### config.mk
export PLATFORM = sky130hd
export DESIGN_NAME = meas_frontend
export DESIGN_NICKNAME = d
export VERILOG_FILES = /design/src/rtl/meas_frontend.sv
export SDC_FILE = /design/constraint.sdc
export NUM_CORES = 1
export LEC_CHECK = 0
export BUFFER_PORTS_ARGS = -buffer_cell sky130_fd_sc_hd__buf_2
export CORE_UTILIZATION = 30
export DETAILED_ROUTE_END_ITERATION = 7
export PLACE_DENSITY = 0.45
export SLEW_MARGIN = 10
export SYNTH_ARGS = -nofsm -noshare
export SYNTH_HDL_FRONTEND = slang
export SYNTH_SLANG_ARGS = --single-unit
export TNS_END_PERCENT = 100
### constraint.sdc
create_clock -name clk -period 8.9 [get_ports clk]
set_input_delay 0.445 -clock clk [delete_from_list [all_inputs] [get_ports clk]]
set_output_delay 0.445 -clock clk [all_outputs]
set_load 0.05 [all_outputs]
### src/rtl/meas_frontend.sv
// Phase-current measurement front end: ADC offset calibration, conversion to
// signed fixed point, and a one-deep holding register with overrun counting.
module meas_frontend #(
   parameter int D_WIDTH  = 19,
   parameter int Q_BITS   = 15,
   parameter int ADC_BITS = 12,
   parameter int CAL_LOG2 = 4
) (
   input  logic                clk,
   input  logic                rstb,
   input  logic                adc_valid,
   input  logic [ADC_BITS-1:0] adc_a,
   input  logic [ADC_BITS-1:0] adc_b,
   input  logic [D_WIDTH-1:0]  adc_angle,
   input  logic                cal_start,
   input  logic                ready_in,
   output logic [D_WIDTH-1:0]  currA_out,
   output logic [D_WIDTH-1:0]  currB_out,
   output logic [D_WIDTH-1:0]  currC_out,
   output logic [D_WIDTH-1:0]  angle_out,
   output logic                valid_out,
   output logic                cal_done,
   output logic [7:0]          overrun_cnt
);

   localparam int ACC_W = ADC_BITS + CAL_LOG2;
   localparam int SHIFT = Q_BITS - ADC_BITS + 1;
   localparam int EXT_W = D_WIDTH - ADC_BITS - 1;
   localparam logic [ADC_BITS-1:0] OFF_RST = {1'b1, {(ADC_BITS-1){1'b0}}};

   typedef enum logic [1:0] {
      S_IDLE,
      S_CAL,
      S_RUN
   } state_t;

   state_t              r_state;
   logic [ACC_W-1:0]    r_acc_a;
   logic [ACC_W-1:0]    r_acc_b;
   logic [CAL_LOG2-1:0] r_cnt;
   logic [ADC_BITS-1:0] r_off_a;
   logic [ADC_BITS-1:0] r_off_b;

   logic [ACC_W-1:0]    w_acc_a_nxt;
   logic [ACC_W-1:0]    w_acc_b_nxt;
   logic [ADC_BITS:0]   w_diff_a;
   logic [ADC_BITS:0]   w_diff_b;
   logic [D_WIDTH-1:0]  w_curr_a;
   logic [D_WIDTH-1:0]  w_curr_b;
   logic [D_WIDTH-1:0]  w_curr_c;
   logic                w_xfer;

   assign w_acc_a_nxt = r_acc_a + ACC_W'(adc_a);
   assign w_acc_b_nxt = r_acc_b + ACC_W'(adc_b);

   // Zero-extend both operands one bit so the difference is a proper signed value.
   assign w_diff_a = {1'b0, adc_a} - {1'b0, r_off_a};
   assign w_diff_b = {1'b0, adc_b} - {1'b0, r_off_b};
   assign w_curr_a = {{EXT_W{w_diff_a[ADC_BITS]}}, w_diff_a} << SHIFT;
   assign w_curr_b = {{EXT_W{w_diff_b[ADC_BITS]}}, w_diff_b} << SHIFT;
   assign w_curr_c = -(w_curr_a + w_curr_b);

   assign w_xfer = valid_out & ready_in;

   always_ff @(posedge clk or negedge rstb) begin
      if (!rstb) begin
         r_state     <= S_IDLE;
         r_acc_a     <= '0;
         r_acc_b     <= '0;
         r_cnt       <= '0;
         r_off_a     <= OFF_RST;
         r_off_b     <= OFF_RST;
         currA_out   <= '0;
         currB_out   <= '0;
         currC_out   <= '0;
         angle_out   <= '0;
         valid_out   <= 1'b0;
         cal_done    <= 1'b0;
         overrun_cnt <= '0;
      end else if (cal_start) begin
         // Restart from any state; the held sample is dropped but overruns are kept.
         r_state   <= S_CAL;
         r_acc_a   <= '0;
         r_acc_b   <= '0;
         r_cnt     <= '0;
         valid_out <= 1'b0;
         cal_done  <= 1'b0;
      end else begin
         case (r_state)
            S_IDLE: ;
            S_CAL: begin
               if (adc_valid) begin
                  r_acc_a <= w_acc_a_nxt;
                  r_acc_b <= w_acc_b_nxt;
                  r_cnt   <= r_cnt + CAL_LOG2'(1);
                  if (r_cnt == '1) begin
                     r_off_a  <= w_acc_a_nxt[ACC_W-1 -: ADC_BITS];
                     r_off_b  <= w_acc_b_nxt[ACC_W-1 -: ADC_BITS];
                     r_state  <= S_RUN;
                     cal_done <= 1'b1;
                  end
               end
            end
            S_RUN: begin
               if (adc_valid) begin
                  currA_out <= w_curr_a;
                  currB_out <= w_curr_b;
                  currC_out <= w_curr_c;
                  angle_out <= adc_angle;
                  valid_out <= 1'b1;
                  if (valid_out && !ready_in && overrun_cnt != 8'hFF) begin
                     overrun_cnt <= overrun_cnt + 8'd1;
                  end
               end else if (w_xfer) begin
                  valid_out <= 1'b0;
               end
            end
            default: begin
               r_state   <= S_IDLE;
               valid_out <= 1'b0;
               cal_done  <= 1'b0;
            end
         endcase
      end
   end

endmodule
Word-level counts from Yosys, hierarchy flattened
Index checks and enable logic that the tools add are counted.

operators by class
  add/subtract/negate cells = 8
  eq/ne operators = 9
  mux-type cells = 21
  bitwise logic cells = 2
  reduce and logical (&&, ||, !) cells = 14

operators with widths
  cell                 count
  $mux 16              6
  $add 16x12->16       2
  $sub 12x12->13       2
  $neg 19->19          1
  $add 17x17->18       1
  $mux 4               3
  $add 8x1->8 const B  1
  $ne 8x8->1 const B   1
  $reduce_and 4->1     2
  $mux 1               6
  $mux 2               3
  $ne 3x3->1 const B   2
  $reduce_and 3->1     2
  $add 4x1->4 const B  1
  $eq 4x4->1 const B   1
  $ne 2x1->1 const B   2
  $ne 4x4->1 const B   1
  $pmux 1 s2           2
  $pmux 2 s2           1
  $reduce_and 2->1     2
  $reduce_bool 2->1    2
  $reduce_or 2->1      2
  $eq 2x1->1 const B   1
  $eq 2x2->1 const B   1
  other kinds (5)      6

storage, ports and cells
  flip-flop bits (word level) = 136
  input port bits = 48
  output and inout port bits = 86
  word-level logic and storage cells = 67

Depth between registers and ports, before layout
Gate-level depths: netlist of the first run.

  word-level depth = 5
  mapped depth = 21
  gate-level depth less buffers = 21

Worst setup path after synthesis of the first run
OpenSTA, ideal clock, no wires.

  path type = input-to-reg
  start point = in adc_b[2]
  end point = reg currC_out[17]
  setup time = 0.104 ns
  arrival = 4.071 ns
  required time = 8.796 ns
  setup slack = 4.725 ns
  stages on the path = 17
  path buffers = 0
  cells stage by stage = ha_1 o21a_1 o31ai_4 or2b_1 a21o_1 xor2_1 ha_1 or4_4 o21ai_2 a21oi_2 and2_4 o2111a_2 nor3_4 xor2_2 o2111ai_2 or3_1 o311ai_1

on the way
  word-level cells in the longest chain between the ends = 3

RTL lines
  element                line  source
  start, declared        13    input logic [ADC_BITS-1:0] adc_b,
  $sub 12x12->13         58    assign w_diff_b = {1'b0, adc_b} - {1'b0, r_off_b};
  named net w_diff_b[5]  47    logic [ADC_BITS:0] w_diff_b;
  $add 17x17->18         61    assign w_curr_c = -(w_curr_a + w_curr_b);
  $neg 19->19            61
  end signal, assigned   108   currC_out <= w_curr_c;
  end, declared          19    output logic [D_WIDTH-1:0] currC_out,

The timed path passes the listed nets, and every way through them passes these cells.
A chain may end at the register's enable or synchronous reset.

Worst setup path in the final report of the first run
  start point = reg r_off_b[1]
  end point = reg currC_out[17]

on the way
  word-level cells in the longest chain between the ends = 3

RTL lines
  element                 line  source
  start, declared         42    logic [ADC_BITS-1:0] r_off_b;
  start signal, assigned  98    r_off_b <= w_acc_b_nxt[ACC_W-1 -: ADC_BITS];
  $sub 12x12->13          58
  named net w_diff_b[5]   47
  $add 17x17->18          61
  $neg 19->19             61

The timed path passes the listed nets, and every way through them passes these cells.

==> results_dict.tcl, run 1 <==
set metrics [dict create \
    status "complete, no violations" \
    num_vias 6451 \
    synth_common_cells "215 x nand2_1, 129 x dfrtp_1, 64 x ha_1" \
    final_net_count 1155 \
    wl_mm 20.7 \
    path_buf_inv 1 \
    finalSetupTns_ns 0 \
    dr.pass1.iters 4 \
    final-setup-viol-count 0 \
    peakVddDrop_uv 115 \
    yosys.area.top_type "dfrtp_1" \
    n_antenna_cell 0 \
    routedWlPerCell_um 14.9 \
    yosysSeqAreaShare_pct 40.1 \
    combPwrFrac_pct 21.1 \
    clock_skew_ns 0.00888 \
    pwr-share-seq_pct 34.7 \
    netlist.area_leader.share_pct 39.5 \
    power_density_mw_per_mm2 187 \
    avgSynthCellArea_um2 8.83 \
    grt_pass1_wl_mm 35.0 \
    port_buffers 121 \
    synth-edff-count 0 \
    p_sw_mw 0.535 \
    initial_core_util_pct 30.4 \
    drtIter0Drc 376 \
    p_int_mw 1.29 \
    met1_usage_pct 21.0 \
    path_delay_family "simple AND/OR/NAND/NOR gates" \
    slowest_delay_ns 0.55 \
    grt_max_degree 70 \
    slew_violations 0 \
    finalCritPeriodShare_pct 49.4 \
    r2r-end "currC_out[17]" \
    cts-buffers-inserted 17 \
    grt_use_met3_pct 3.21 \
    hold_viol 0 \
    synthArstFlopShare_pct 100 \
    dp.cells 1360 \
    fp.dieH_um 167 \
    grt_busiest_layer "met2" \
    worst_path_most_repeated_cell "ha_1" \
    htreeDepth 4 \
    insertion_delay_ns 0.42 \
    core_area_mm2 0.0269 \
    cp_slowest_cell "or4_4" \
    layout-drive-gt1-share_pct 18.6 \
    post-cts-setup-buffers 0 \
    min_period_ns 4.40 \
    cts-hold-fix-buffers 0 \
    crit_path_end "currC_out[17]" \
    fmax_ghz 0.227 \
    antenna_found_initial 0 \
    power_leakage_nw 4.97 \
    boundaryPins 134 \
    overflow 0 \
    die_w_um 167 \
    worstSetupStartpoint "r_off_b[1]" \
    tritoncts "done" \
    rows 60 \
    clkTransAtPathRegs_ns 0.06 \
    clockBufferDepth 2 \
    cts_root_buf "clkbuf_16" \
    required_ns 9.22 \
    end_kind "flop" \
    dieArea_mm2 0.0279 \
    grt_util_all_layers_pct 15.8 \
    path_cells "inv_1, ha_1, nor2b_1, o31ai_4, or2b_1, a21o_1, xor2_1, ha_1, or4_4, o21ai_2, a21oi_2, and2_4, o2111a_2, nor3_4, xor2_2, o2111ai_2, or3_1, o311ai_1" \
    ys_ff_latch 131 \
    postPlaceCellArea_mm2 0.00908 \
    hold_path.class "input pin to async pin" \
    cts.sinks 131 \
    drv_cap 0 \
    synth-main-ff-cell "dfrtp_1" \
    grt_use_met2_pct 26.2 \
    drc 0 \
    synth_most_common_cell "nand2_1" \
    rsz0062_at_grt "no" \
    synthDistinctLibCells 65 \
    area_growth_pct 19.2 \
    yosys_warnings 0 \
    hpwlAfterDp_mm 15.5 \
    critPathMaxFanout 5 \
    synth_area_mm2 0.00818 \
    switching_share_pct 29.3 \
    cts-resized-gates 0 \
    cp-start-kind "flop" \
    drtAntennaViolNets 0 \
    worstReg2RegStart "r_off_b[1]" \
    grt_pass1_vias 6472 \
    fin_cells 1391 \
    relSlewSlack_pct 42.2 \
    place_congestion 0.806 \
    r2r_cells 18 \
    pwr-share-clk_pct 44.2 \
    cp.depth 18 \
    synthCells 927 \
    max_slew.worst_pin.slew_ns 0.867 \
    via_per_inst 4.64 \
    p_total_mw 1.82 \
    netlist_top_cells_area "dfrtp_1 39%, nand2_1 9.9%, ha_1 9.8%" \
    arrival_ns 4.72 \
    crit_type "flop to flop" \
    r2r_slack_ns 4.50 \
    design_area_mm2 0.00975 \
]
## cell type report
| class | instances | area, um^2 |
|---|---|---|
| clock buffers | 18 | 439 |
| clock inverters | 13 | 233 |
| fillers | 2815 | 17100 |
| inverters | 59 | 221 |
| multi-input cells | 702 | 4500 |
| flip-flops and latches | 131 | 3280 |
| well taps | 341 | 427 |
| repair buffers | 127 | 657 |
## how the worst min path moves through the flow
stage             startpoint  slack [ns]             to  cells after the start
3_3_place_gp   angle_out[11]        0.45  angle_out[11]                      2
3_5_place_dp    currB_out[7]        0.46   currB_out[7]                      2
6_report                rstb        0.02   angle_out[8]                      1
4_1_cts                 rstb        0.05   angle_out[8]                      1
2_1_floorplan           rstb        0.15   angle_out[0]                      0
5_1_grt                 rstb        0.06   angle_out[8]                      1
## layer usage
layer | part of all wire, % | routed length [um]
met1 | 49 | 10100
met2 | 46 | 9560
met3 | 4.1 | 843
met4 | 1.2 | 247
met5 | 0 | 0
## power by group through the flow
stage / clock (mW) / combinational [mW] / sequential [mW]
floorplan: 0 / 0.267 / 0.667
global placement: 0 / 0.388 / 0.644
detailed placement: 0 / 0.388 / 0.644
CTS: 0.834 / 0.390 / 0.634
global route: 0.854 / 0.434 / 0.636
finish: 0.806 / 0.385 / 0.633
## layout by cell type (no fill, tap or decap), types with 3 or more instances in the layout
cell         n
o21a_1       5
a31oi_1     11
xor2_1      27
fa_1         5
a21o_1      17
conb_1      12
buf_2      120
clkinv_4     4
and2_1       4
mux2_2      10
and3_1       6
buf_4        6
bufinv_16    6
nor2_1      44
dfrtp_1    129
a21oi_1     62
clkbuf_16   17
nand3_1     19
a211oi_1     3
o311ai_0     4
ha_1        64
or3_1       10
o21ai_0     47
nor2b_1      6
nor3_1      10
nand2b_1     7
nand2_1    215
xnor2_1     42
inv_1       59
nand4_1      4
o21bai_1    15
## flip-flops by register name, summed over array words and instances, names as in the netlist
name	count
currB_out	13
currA_out	13
angle_out	19
valid_out	1
r_cnt	4
currC_out	15
cal_done	1
r_off_a	12
r_off_b	12
r_acc_b	16
overrun_cnt	8
r_acc_a	16
r_state	1
## worst reg2reg max path, stage by stage, from the launching register on
cell and delay (ns):
dfrtp_1 0.39, inv_1 0.09, ha_1 0.22, nor2b_1 0.17, o31ai_4 0.23, or2b_1 0.25, a21o_1 0.19, xor2_1 0.20
ha_1 0.33, or4_4 0.55, o21ai_2 0.07, a21oi_2 0.06, and2_4 0.17, o2111a_2 0.16, nor3_4 0.24, xor2_2 0.23
o2111ai_2 0.18, or3_1 0.33, o311ai_1 0.22
## cell families after synthesis
family / share of synthesized area [%]
multiplexers: 1.50
AND/OR/NAND/NOR: 18.1
flip-flops: 40.1
adder cells (fa/ha/maj): 11.0
XOR/XNOR: 8.12
AO/OA/AOI/OAI: 15.6
buffers and inverters: 5.55
other: 0.0458
## metrics by stage
| stage | worst slack [ns] | hold WS, ns | util, % |
|---|---|---|---|
| after floorplan | 4.73 | 0.149 | - |
| after global placement | 4.38 | 0.453 | 33.8 |
| after detailed placement | 4.33 | 0.458 | 33.8 |
| after CTS | 4.49 | 0.0473 | 36.3 |
| after global routing | 4.13 | 0.0649 | 36.3 |
| final | 4.50 | 0.0190 | 36.3 |
No activity file was read; power rests on OpenSTA's default activity.
==> inputs of run 2 (changes only) <==
==> constraint.sdc (replaced) <==
create_clock -name clk -period 4.55 [get_ports clk]
set_input_delay 0.2275 -clock clk [delete_from_list [all_inputs] [get_ports clk]]
set_output_delay 0.2275 -clock clk [all_outputs]
set_load 0.05 [all_outputs]
==> results_dict.tcl, run 2 (synthesized netlist as in run 1, its figures left out) <==
set metrics [dict create \
    die_w_um 167 \
    switching_share_pct 31.3 \
    n_antenna_cell 0 \
    grt_pass1_vias 6405 \
    pwr-share-clk_pct 41.8 \
    clock_skew_ns 0.00831 \
    insertion_delay_ns 0.42 \
    final_cell_mix "215 x nand2_1, 129 x dfrtp_1, 120 x buf_2, 63 x ha_1, 62 x a21oi_1" \
    wl_mm 20.9 \
    p_sw_mw 1.08 \
    fin_util_pct 37.0 \
    drc 0 \
    core_area_mm2 0.0269 \
    final_common_cell "nand2_1" \
    regMostFlops "angle_out" \
    critPathMaxFanout 5 \
    area_growth_pct 21.4 \
    slowest_delay_ns 0.55 \
    power_leakage_nw 5.03 \
    combPwrFrac_pct 22.4 \
    postPlaceCellArea_mm2 0.00909 \
    finalSetupTns_ns 0 \
    seq_area_mm2 0.00328 \
    drv_cap 0 \
    antenna_found_initial 0 \
    place_ws_ns 0.177 \
    drtAntennaViolNets 0 \
    finalCritPeriodShare_pct 93.0 \
    via_per_inst 4.59 \
    dr.pass1.iters 4 \
    largest_reg_flops 19 \
    layout-drive-gt1-share_pct 18.7 \
    port_buffers 121 \
    cts-buffers-inserted 17 \
    arrival_ns 4.56 \
    rows 60 \
    path_cells "inv_1, ha_1, nor2b_1, o31ai_4, or2b_1, a21o_1, xor2_1, ha_1, or4_4, o21ai_2, a21oi_2, and2_4, o2111a_2, nor3_4, xor2_2, o2111ai_2, or3_1, o311ai_1" \
    drtIter0Drc 370 \
    hold_path.class "input pin to flop" \
    hpwlAfterDp_mm 15.4 \
    num_vias 6497 \
    setup_ws_ns 0.316 \
    cts_root_buf "clkbuf_16" \
    status "complete, no violations" \
    overflow 0 \
    pwr-share-seq_pct 35.7 \
    reg_top3 "angle_out x19, r_acc_a x16, r_acc_b x16" \
    fmax_ghz 0.236 \
    holdWs_ns 0.184 \
    fp.dieH_um 167 \
    clockBufferDepth 2 \
    worst_path_most_repeated_cell "ha_1" \
    routedWlPerCell_um 14.8 \
    final_net_count 1178 \
    design_area_mm2 0.00993 \
    p_int_mw 2.38 \
    dieArea_mm2 0.0279 \
    dp.cells 1361 \
    n_fill_cell 2798 \
    max_slew.worst_pin.slew_ns 1.01 \
    grt_util_all_layers_pct 15.7 \
    final-setup-viol-count 0 \
    boundaryPins 134 \
    relSlewSlack_pct 32.0 \
    cts.sinks 131 \
    place_congestion 0.825 \
    grt_pass1_wl_mm 34.8 \
    power_density_mw_per_mm2 349 \
    cp-start-kind "flop" \
    min_period_ns 4.23 \
    grt_max_degree 98 \
    required_ns 4.87 \
    fin_cells 1415 \
    initial_core_util_pct 30.4 \
    hold_viol 0 \
    p_total_mw 3.47 \
    tritoncts "done" \
    htreeDepth 4 \
    cp_slowest_cell "or4_4" \
    clkTransAtPathRegs_ns 0.06 \
    slew_violations 0 \
    multi_input_area_mm2 0.00451 \
    crit_type "flop to flop" \
    end_kind "flop" \
    rsz0062_at_grt "no" \
    peakVddDrop_uv 205 \
]
[run 2: cell count changes in the layout (fill, tap and decap cells not counted), sizes merged]
cell	before	now
inv	59	62
clkinv	6	4
dlygate4sd3	0	20
buf	127	130
bufinv	6	3
clkinvlp	1	4
[run 2: worst paths after layout]
| check | start | to | slack (ns) | cells past startpoint |
|---|---|---|---|---|
| max in group asynchronous | rstb | currB_out[14] | 3.03 | 3 |
| worst max register to register | r_off_b[1] | currC_out[17] | 0.32 | 18 |
| worst max-delay path | r_off_b[1] | currC_out[17] | 0.32 | 18 |
| worst min register to register | currA_out[14] | currA_out[14] | 0.47 | 2 |
| min in group asynchronous | rstb | angle_out[6] | 0.49 | 2 |
| worst min-delay path | adc_valid | r_state[0] | 0.18 | 4 |
[run 2: area by class of cell]
cell class	instances	share of cell area (%)
Clock buffer	18	4.42
Clock inverter	14	1.79
Inverter	59	2.23
Multi-Input combinational cell	702	45.4
Sequential cell	131	33.0
Tap cell	341	4.30
Timing Repair Buffer	150	8.86
[run 2: repair_timing]
action | 4_1_cts | 5_1_grt
gates resized for setup | 0 | 4
endpoints found under the hold margin | 58 | 0
endpoints found under the setup margin | 0 | 3
buffers inserted | 0 | 2
hold buffers | 20 | 0
[run 2: power by group through the flow]
stage | Clock (mW) | Combinational (mW) | Sequential, mW
CTS | 1.49 | 0.781 | 1.24
global route | 1.53 | 0.872 | 1.25
floorplan | 0 | 0.522 | 1.30
detailed placement | 0 | 0.764 | 1.26
finish | 1.45 | 0.778 | 1.24
global placement | 0 | 0.761 | 1.26
[run 2: metal layers]
layer	GRT usage, %	routed length [um]	share of wire (%)
met5	0	0	0
met4	3.95	252	1.2
met1	21.5	10500	50
met3	2.65	651	3.1
met2	25.8	9500	45
[run 2: critical path, delay by kind of cell, from the launching register on]
kind | cells | cell delay [ns]
flops | 1 | 0.37
buf+inv | 1 | 0.07
compound gates | 7 | 1.12
simple gates | 6 | 1.65
xor+xnor | 2 | 0.35
fa+ha+maj | 2 | 0.58
==> inputs of run 3 (changes only) <==
--- a/config.mk
+++ b/config.mk
@@ -6,6 +6,8 @@
 export NUM_CORES = 1
 export LEC_CHECK = 0
 export BUFFER_PORTS_ARGS = -buffer_cell sky130_fd_sc_hd__buf_2
+export CORE_ASPECT_RATIO = 0.8
+export CORE_MARGIN = 5
 export CORE_UTILIZATION = 30
 export DETAILED_ROUTE_END_ITERATION = 7
 export PLACE_DENSITY = 0.45
==> results_dict.tcl, run 3 (synthesized netlist as in run 1, its figures left out) <==
set metrics [dict create \
    status "complete, no violations" \
    crit_type "flop to flop" \
    n_antenna_cell 0 \
    finalCritPeriodShare_pct 96.5 \
    antenna_found_initial 0 \
    tritoncts "done" \
    grt_util_all_layers_pct 14.8 \
    slew_violations 0 \
    clock_skew_ns 0.0110 \
    area_growth_pct 22.9 \
    grt_max_degree 93 \
    via_per_inst 4.56 \
    pwr-share-clk_pct 41.1 \
    htreeDepth 4 \
    boundaryPins 134 \
    p_sw_mw 1.06 \
    path_cells "inv_2, ha_4, nor2b_4, o31ai_4, or2b_1, a21o_1, a21oi_2, nor2_1, nor2_1, xnor2_1, ha_2, or4_4, o21ai_2, a21oi_2, and2_4, o2111a_2, nor3_4, xor2_2, o2111ai_2, or3_4, o311ai_2" \
    end_kind "flop" \
    hold_path.class "input pin to flop" \
    cts-buffers-inserted 17 \
    min_period_ns 4.39 \
    wl_mm 22.3 \
    p_total_mw 3.47 \
    relSlewSlack_pct 25.8 \
    die_w_um 195 \
    peakVddDrop_uv 222 \
    power_density_mw_per_mm2 345 \
    required_ns 4.87 \
    fmax_ghz 0.228 \
    slowest_delay_ns 0.42 \
    drc 0 \
    critPathMaxFanout 4 \
    fin_util_pct 37.1 \
    dr.pass1.iters 5 \
    insertion_delay_ns 0.42 \
    core_area_mm2 0.0271 \
    arrival_ns 4.71 \
    layout-drive-gt1-share_pct 19.7 \
    combPwrFrac_pct 23.1 \
    cts_root_buf "clkbuf_16" \
    num_vias 6558 \
    final_net_count 1180 \
    overflow 0 \
    cp-start-kind "flop" \
    max_slew.worst_pin.slew_ns 1.10 \
    drtAntennaViolNets 0 \
    fp.dieH_um 158 \
    fin_cells 1439 \
    clkTransAtPathRegs_ns 0.06 \
    port_buffers 121 \
    hpwlAfterDp_mm 16.4 \
    holdWs_ns 0.196 \
    place_congestion 0.760 \
    largest_reg_flops 19 \
    cts.sinks 131 \
    rsz0062_at_grt "yes" \
    drv_cap 0 \
    clockBufferDepth 2 \
    hold_viol 0 \
    setup_ws_ns 0.161 \
    pwr-share-seq_pct 35.7 \
    final_common_cell "nand2_1" \
    initial_core_util_pct 30.2 \
    dieArea_mm2 0.0307 \
    dp.cells 1385 \
    p_int_mw 2.41 \
    regMostFlops "angle_out" \
    reg_top3 "angle_out x19, r_acc_a x16, r_acc_b x16" \
    place_ws_ns 0.109 \
    grt_pass1_wl_mm 36.2 \
    drtIter0Drc 265 \
    final_cell_mix "214 x nand2_1, 129 x dfrtp_1, 120 x buf_2, 61 x a21oi_1, 61 x ha_1" \
    power_leakage_nw 5.07 \
    rows 54 \
    switching_share_pct 30.5 \
    grt_pass1_vias 6536 \
    cp_slowest_cell "or4_4" \
    final-setup-viol-count 0 \
    routedWlPerCell_um 15.5 \
]
==> run 3: cell count changes in the layout (fill, tap and decap cells not counted), sizes merged <==
cell	change
clkinvlp	-3
buf	+2
inv	-3
clkbuf	+3
clkinv	+2
==> run 3: layer usage <==
metal  wire length (um)  global-route usage [%]
met1              11700                    21.5
met2               9490                    22.6
met3                976                    3.62
met4                149                    3.01
met5                  0                       0
==> run 3: layout make-up <==
class,count,area (um^2)
clock buffer,21,470
clock inverter,10,131
fill,2788,17000
inverter,59,221
multi-input combinational,702,4600
sequential,131,3280
tap,364,455
timing repair buffer,152,895
==> run 3: worst paths after layout <==
kind / start / slack (ns) / end / cells past startpoint
max: r_off_b[1] / 0.16 / currC_out[17] / 21
min: adc_valid / 0.20 / r_state[0] / 4
max reg2reg: r_off_b[1] / 0.16 / currC_out[17] / 21
min reg2reg: angle_out[5] / 0.47 / angle_out[5] / 2
max in group asynchronous: rstb / 2.98 / angle_out[9] / 3
min in group asynchronous: rstb / 0.50 / angle_out[3] / 2
==> run 3: power by group through the flow <==
stage | registers (mW) | logic, mW | clock network [mW]
after global placement | 1.26 | 0.766 | 0
after global routing | 1.25 | 0.899 | 1.53
after CTS | 1.24 | 0.784 | 1.48
after floorplan | 1.30 | 0.522 | 0
final | 1.24 | 0.801 | 1.43
after detailed placement | 1.26 | 0.766 | 0
==> run 3: repair_timing <==
| action | 4_1_cts | 5_1_grt |
|---|---|---|
| setup buffers | 0 | 3 |
| gates resized for setup | 0 | 17 |
| hold buffers | 20 | 0 |
| hold endpoints to repair | 108 | 0 |
| setup endpoints to repair | 0 | 3 |
==> run 3: metrics by stage <==
step                      area [um^2]  setup TNS [ns]
after floorplan                  8220               0
after global placement           9130               0
after detailed placement         9130               0
after CTS                        9930               0
after global routing            10100         -0.0973
final                           10100               0
==> run 3: worst max-delay path: cells and delay by family (launching register included) <==
kind	cells	cell delay, ns
flops	1	0.40
fa+ha+maj	2	0.41
xor+xnor	2	0.33
buf+inv	1	0.08
simple gates	8	1.72
compound gates	8	1.34
